[src/rtl/dmem_access_unit.sv]
// Data-memory access unit: turns core load/store requests into word-wide bus transactions
// with byte lanes, store replication, load extension, stall generation and timeout abort.
module dmem_access_unit #(
  parameter int TIMEOUT_CYCLES = 16,
  parameter int CNT_W          = 8
) (
  input  logic        clk,
  input  logic        reset_n,
  input  logic        cpu_req,
  input  logic        cpu_we,
  input  logic [2:0]  cpu_memop,
  input  logic [31:0] cpu_addr,
  input  logic [31:0] cpu_wdata,
  output logic [31:0] cpu_rdata,
  output logic        stall,
  output logic        misalign,
  output logic        bus_err,
  output logic        bus_req,
  output logic        bus_we,
  output logic [31:0] bus_addr,
  output logic [3:0]  bus_be,
  output logic [31:0] bus_wdata,
  input  logic        bus_ack,
  input  logic [31:0] bus_rdata,
  output logic [1:0]  dbg_state
);

  typedef enum logic [1:0] {
    S_IDLE = 2'd0,
    S_BUSY = 2'd1,
    S_DONE = 2'd2
  } state_e;

  state_e           state_q, state_d;
  logic [31:0]      addr_q, addr_d;
  logic [31:0]      wdata_q, wdata_d;
  logic [31:0]      rdata_q, rdata_d;
  logic [3:0]       be_q, be_d;
  logic             we_q, we_d;
  logic             err_q, err_d;
  logic [2:0]       op_q, op_d;
  logic [1:0]       lane_q, lane_d;
  logic [CNT_W-1:0] cnt_q, cnt_d;

  logic [2:0]       op_n;
  logic             is_byte, is_half;
  logic             accept, timeout;
  logic [3:0]       be_calc;
  logic [31:0]      wd_calc;
  logic [7:0]       ld_byte;
  logic [15:0]      ld_half;
  logic [31:0]      ld_ext;

  // Unsupported MemOp codes behave as a plain word access.
  always_comb begin
    case (cpu_memop)
      3'b000, 3'b001, 3'b010, 3'b100, 3'b101: op_n = cpu_memop;
      default:                                op_n = 3'b010;
    endcase
  end

  assign is_byte  = (op_n[1:0] == 2'b00);
  assign is_half  = (op_n[1:0] == 2'b01);
  assign misalign = cpu_req & ((is_half & cpu_addr[0]) |
                               (~is_byte & ~is_half & (cpu_addr[1:0] != 2'b00)));

  // Handshake: bus_req is held with stable addr/be/we/wdata until the cycle bus_ack is
  // sampled high (transfer completes) or the timeout abort; bus_ack is ignored otherwise.
  assign accept  = (state_q == S_IDLE) & cpu_req & ~misalign;
  assign timeout = (state_q == S_BUSY) & ~bus_ack & (cnt_q == CNT_W'(TIMEOUT_CYCLES - 1));

  always_comb begin
    be_calc = 4'b1111;
    wd_calc = cpu_wdata;
    if (is_byte) begin
      be_calc = 4'b0001 << cpu_addr[1:0];
      wd_calc = {4{cpu_wdata[7:0]}};
    end else if (is_half) begin
      be_calc = cpu_addr[1] ? 4'b1100 : 4'b0011;
      wd_calc = {2{cpu_wdata[15:0]}};
    end
  end

  always_comb begin
    case (lane_q)
      2'd0:    ld_byte = bus_rdata[7:0];
      2'd1:    ld_byte = bus_rdata[15:8];
      2'd2:    ld_byte = bus_rdata[23:16];
      default: ld_byte = bus_rdata[31:24];
    endcase
    ld_half = lane_q[1] ? bus_rdata[31:16] : bus_rdata[15:0];
    case (op_q[1:0])
      2'b00:   ld_ext = {{24{~op_q[2] & ld_byte[7]}}, ld_byte};
      2'b01:   ld_ext = {{16{~op_q[2] & ld_half[15]}}, ld_half};
      default: ld_ext = bus_rdata;
    endcase
  end

  always_comb begin
    state_d = state_q;
    case (state_q)
      S_IDLE:  if (accept) state_d = S_BUSY;
      S_BUSY:  if (bus_ack || timeout) state_d = S_DONE;
      S_DONE:  state_d = S_IDLE;
      default: state_d = S_IDLE;
    endcase
  end

  always_comb begin
    addr_d  = addr_q;
    wdata_d = wdata_q;
    rdata_d = rdata_q;
    be_d    = be_q;
    we_d    = we_q;
    op_d    = op_q;
    lane_d  = lane_q;
    cnt_d   = cnt_q;
    err_d   = 1'b0;
    if (accept) begin
      addr_d  = {cpu_addr[31:2], 2'b00};
      wdata_d = wd_calc;
      be_d    = be_calc;
      we_d    = cpu_we;
      op_d    = op_n;
      lane_d  = cpu_addr[1:0];
      cnt_d   = '0;
    end
    if (state_q == S_BUSY) begin
      cnt_d = cnt_q + CNT_W'(1);
      if (bus_ack) begin
        if (!we_q) rdata_d = ld_ext;
      end else if (timeout) begin
        rdata_d = '0;
        err_d   = 1'b1;
      end
    end
  end

  always_comb begin
    bus_req = (state_q == S_BUSY);
    stall   = (state_q == S_BUSY) | accept;
  end

  assign bus_addr  = addr_q;
  assign bus_be    = be_q;
  assign bus_we    = we_q;
  assign bus_wdata = wdata_q;
  assign bus_err   = err_q;
  assign cpu_rdata = rdata_q;
  assign dbg_state = state_q;

  always_ff @(posedge clk or negedge reset_n) begin
    if (!reset_n) begin
      state_q <= S_IDLE;
      addr_q  <= '0;
      wdata_q <= '0;
      rdata_q <= '0;
      be_q    <= '0;
      we_q    <= 1'b0;
      err_q   <= 1'b0;
      op_q    <= 3'b010;
      lane_q  <= '0;
      cnt_q   <= '0;
    end else begin
      state_q <= state_d;
      addr_q  <= addr_d;
      wdata_q <= wdata_d;
      rdata_q <= rdata_d;
      be_q    <= be_d;
      we_q    <= we_d;
      err_q   <= err_d;
      op_q    <= op_d;
      lane_q  <= lane_d;
      cnt_q   <= cnt_d;
    end
  end

endmodule
[config.mk]
export PLATFORM = sky130hd
export DESIGN_NAME = dmem_access_unit
export DESIGN_NICKNAME = d
export VERILOG_FILES = /design/src/rtl/dmem_access_unit.sv
export SDC_FILE = /design/constraint.sdc
export NUM_CORES = 1
export LEC_CHECK = 0
export ABC_AREA = 1
export CAP_MARGIN = 30
export CELL_PAD_IN_SITES_DETAIL_PLACEMENT = 1
export CELL_PAD_IN_SITES_GLOBAL_PLACEMENT = 2
export CORE_MARGIN = 2
export CORE_UTILIZATION = 26
export DETAILED_ROUTE_END_ITERATION = 10
export PLACE_DENSITY_LB_ADDON = 0.25
export SETUP_SLACK_MARGIN = 0.4
export SLEW_MARGIN = 15
export SYNTH_ARGS = -nofsm -noshare
export SYNTH_HDL_FRONTEND = slang
export SYNTH_SLANG_ARGS = --single-unit
[constraint.sdc]
create_clock -name clk -period 4 [get_ports clk]
set_input_delay 0.4 -clock clk [delete_from_list [all_inputs] [get_ports clk]]
set_output_delay 0.4 -clock clk [all_outputs]
set_load 0.03 [all_outputs]
# Word level (Yosys, flattened, before mapping)
# Cells that the tools add are included.
[word_totals]
ff_bits = 115
in_bits = 104
[classes]
addsub = 1
eq_ne = 13
shifts = 1
n_mux = 20
n_bitwise = 17
n_reduce_logical = 12
[ops]
columns = ["op", "n"]
rows = [
  ["$mux W32", 5],
  ["$pmux W32 S2", 1],
  ["$pmux W8 S3", 1],
  ["$mux W16", 1],
  ["$mux W8", 2],
  ["$mux W4", 3],
  ["$and A1 B1 Y1", 10],
  ["$add A8 B1 Y8 const B", 1],
  ["$eq A2 B1 Y1 const B", 4],
  ["$eq A8 B4 Y1 const B", 1],
  ["$logic_not A2 Y1", 4],
  ["$eq A3 B3 Y1 const B", 2],
  ["$reduce_bool A2 Y1", 3],
  ["$not A1 Y1", 5],
  ["$reduce_or A5 Y1", 1],
  ["$mux W2", 2],
  ["$ne A2 B2 Y1 const B", 2],
  ["$pmux W2 S2", 1],
  ["$shl A1 B2 Y4 const A", 1],
  ["$eq A3 B1 Y1 const B", 1],
  ["$eq A3 B2 Y1 const B", 1],
  ["$logic_not A3 Y1", 1],
  ["$mux W1", 3],
  ["$mux W3", 1],
  ["6 further kinds", 7],
]

# Logic depth before layout (Yosys ltp)
[depth]
ltp_word = 13
ltp_mapped = 9
mapped_depth_nobuf = 8

# Worst setup path after synthesis
# Ideal clock, no wire load.
[synth_path]
path_kind = "register to output"
from = "register state_q[1], in the netlist dbg_state[1]"
to = "output port stall"
t_arrival_ns = 1.362
setup_slack_ns = 2.238
stages_incl_launch_ff = 5
path_buffers = 1
cell_sequence = "dfrtp_1 -> nor3b_2 -> nand2_2 -> buf_4 -> nand2_1"
[synth_between]
elab_chain_len = 4
elab_cells_between_ends = 5
[synth_rtl]
columns = ["element", "line", "text"]
rows = [
  ["start: declaration", "34", "state_e state_q, state_d;"],
  ["start signal: assignment", "165", "state_q <= state_d;"],
  ["$logic_not A2 Y1", "69", "assign accept = (state_q == S_IDLE) & cpu_req & ~misalign;"],
  ["$and A1 B1 Y1 (2 in series)", "69", ""],
  ["$or A1 B1 Y1 (*)", "141", "stall = (state_q == S_BUSY) | accept;"],
  ["end: declaration", "15", "output logic stall,"],
]
# Mark *: on every way between the ends. The rest lies on a longest branch, timed or not.

# Final worst setup path
[layout_path]
from = "input port cpu_req"
to = "output port stall"
[layout_between]
elab_chain_len = 4
elab_cells_between_ends = 5
[layout_rtl]
columns = ["element", "line", "text"]
rows = [
  ["start: declaration", "9", "input logic cpu_req,"],
  ["$and A1 B1 Y1", "64", "assign misalign = cpu_req & ((is_half & cpu_addr[0]) |"],
  ["$not A1 Y1", "69", ""],
  ["$and A1 B1 Y1 (*)", "69", ""],
  ["$or A1 B1 Y1 (*)", "141", ""],
]
# Marked as above.

==> metrics.txt <==
synth unique cells=31; final setup violation count=0; Tot GR Track Use=17.6%; worst r2r src=op_q[1]; Clock Skews=0.0120 ns; CTS Root Cell=clkbuf_16; power density over the cells=728 nW/um2; Max-cap violations=0; Crit Reg-Reg Endpoint=cpu_rdata[26]; PostCTS Resize Cnt=0; area grow syn2layout=52.5%; CTS H-tree lvls=4; initial antenna violation count=0; cts hold-fix bufs=0; register area=2880 um2; starting density of the core=26.4%; Die W=150 um; Synth Instances=703; Tot Pwr=6.12 mW; Multi-input gate area=2190 um2; Setup Buffers After CTS=0; TritonCTS clock tree=yes; Fin. Hold Viols=0; Worst-Skew Late Latency=0.42 ns; Place WS=1.20 ns; Final WS setup=1.22 ns; number of global-route vias before repair=5648; max_slew headroom=53.3%; CP Data Required Time=3.60 ns; CTS clk-pin slew, worst paths=0.06 ns; Crit Path Class=in2out; drt total wl=19.4 mm; Synth Warn #=0; DRT antenna net count=0; hpwl dp=14.2 mm; Min-Delay Path Class=in2async; flops & latches, synth=115; R2R cell count=7; drt first pass iters=5; placed insts=1155; Die H=150 um; FILL cells=2492; DRC violations left=0; final std cells w/o fill=1189; worst path arrival time=2.38 ns; die area=22400 um2; number of diodes=0; P_leak=3.99 nW; Critical Path Source=cpu_req; critical path fanouts, max=33; core area=20900 um2; Final #Nets=1006; Worst-Margin Slew=0.699 ns; clk buf depth=2; Seq/Total Area, Yosys=52.2%; startpoint types=input pin; RePlAce Congestion=0.785; register-to-register setup slack=1.88 ns; result of the run=finished, final reports clean; initial drt markers=228; row cnt=53; Port Buffers=208; crit end category=output port; share of layout cells above drive strength 1=6.56%; Final Cycle Share=69.5%; CTS buffer count=17; Peak Freq=0.360 GHz; setup TNS=0 ns; largest net degree at the start of global routing=69; Post-Synthesis Cell Area=5510 um2; Syn Area/Cell=7.84 um2; Via-to-Cell Ratio=4.49; Max Slew Vio Count=0; clock period minus worst slack=2.78 ns; final hold slack=0.466 ns; grt ovf=0; clock sink count=115; first-pass GRT wire length=30.5 mm; most common cell after layout, fill and taps aside=nand2_1; Ports=211; Via Count=5337; peak supply drop=0.275 mV; average wire per standard cell=16.3 um; commonest non-fill, non-tap cells in the layout=257 x nand2_1, 207 x clkdlybuf4s50_1, 114 x dfrtp_1, 52 x nand3_1, 51 x inv_1; RSZ-0062 raised after global routing=no
[worst max-delay path: stages]
cell,delay (ns)
clkdlybuf4s50_1,0.51
nor3b_4,0.19
buf_4,0.35
nand2_4,0.08
nand2_1,0.15
clkdlybuf4s50_1,0.70
[Yosys cell counts]
cell | n | area, um2
dfrtp_1 | 114 | 2850
nor2_1 | 47 | 176
dfstp_2 | 1 | 26.3
nand3_2 | 3 | 30.0
o22ai_1 | 3 | 18.8
inv_2 | 3 | 11.3
o21ai_1 | 39 | 195
buf_2 | 12 | 60.1
a31oi_1 | 2 | 12.5
inv_1 | 51 | 191
clkinv_1 | 1 | 3.75
nand3_1 | 52 | 260
ha_1 | 1 | 12.5
nand2_1 | 257 | 965
nor3b_2 | 1 | 12.5
clkbuf_1 | 11 | 41.3
nor2_2 | 1 | 6.26
nor3_4 | 1 | 16.3
o21a_1 | 1 | 7.51
o211ai_1 | 7 | 52.6
buf_6 | 7 | 78.8
o21ai_2 | 1 | 8.76
a21oi_1 | 32 | 160
o21ai_0 | 34 | 170
nor2_4 | 1 | 11.3
nor3_1 | 2 | 10.0
conb_1 | 1 | 3.75
buf_4 | 9 | 67.6
or2_2 | 4 | 25.0
nand2_2 | 3 | 18.8
nand4_1 | 1 | 6.26
[report_power, final]
| part | internal, mW | switching, mW | total [mW] |
|---|---|---|---|
| sequential | 1.58 | 0.325 | 1.91 |
| combinational | 1.05 | 1.60 | 2.65 |
| clock | 0.960 | 0.607 | 1.57 |
[cell type report]
| type | instances | area share, % |
|---|---|---|
| clock buffer | 19 | 5.39 |
| clock inverter | 13 | 1.77 |
| tap | 275 | 4.09 |
| sequential | 115 | 34.2 |
| timing repair buffer | 217 | 26.0 |
| multi-input combinational | 495 | 26.1 |
| inverter | 55 | 2.46 |
[registers in the layout, indices dropped and copies added (netlist names)]
register,cells
bus_wdata,32
bus_err,1
dbg_state,2
cnt_q,8
bus_addr,30
bus_be,4
cpu_rdata,32
bus_we,1
op_q,3
lane_q,2
[routing by layer]
layer  global-route usage [%]  part of all wire [%]
met5                        0                     0
met4                     4.38                  0.96
met3                     6.71                   7.8
met2                     28.0                    46
met1                     22.7                    45
[logic make-up (layout without fill, tap and decap cells)]
logic type      after synthesis  in the layout  synth area share, %
fa+ha+maj                     1              1                0.227
flops                       115            115                 52.2
compound gates              119            119                 11.3
buf+inv                      94            304                 8.24
other cells                   1              2               0.0680
simple gates                373            373                 27.9
[through the flow]
stage / cell area, um2 / utilization [%]
floorplan: 5520 / -
global placement: 7750 / 37.1
detailed placement: 7780 / 37.2
CTS: 8380 / 40.1
global route: 8410 / 40.3
finish: 8410 / 40.3
[how the worst max path moves through the flow]
stage                to  slack (ns)  depth (start not counted)
2_1_floorplan     stall        2.24                          4
3_3_place_gp   misalign        1.23                          7
3_5_place_dp      stall        1.20                          6
4_1_cts           stall        1.20                          6
5_1_grt        misalign        1.12                          7
6_report          stall        1.22                          6
Power figures use the tool's default switching activity.
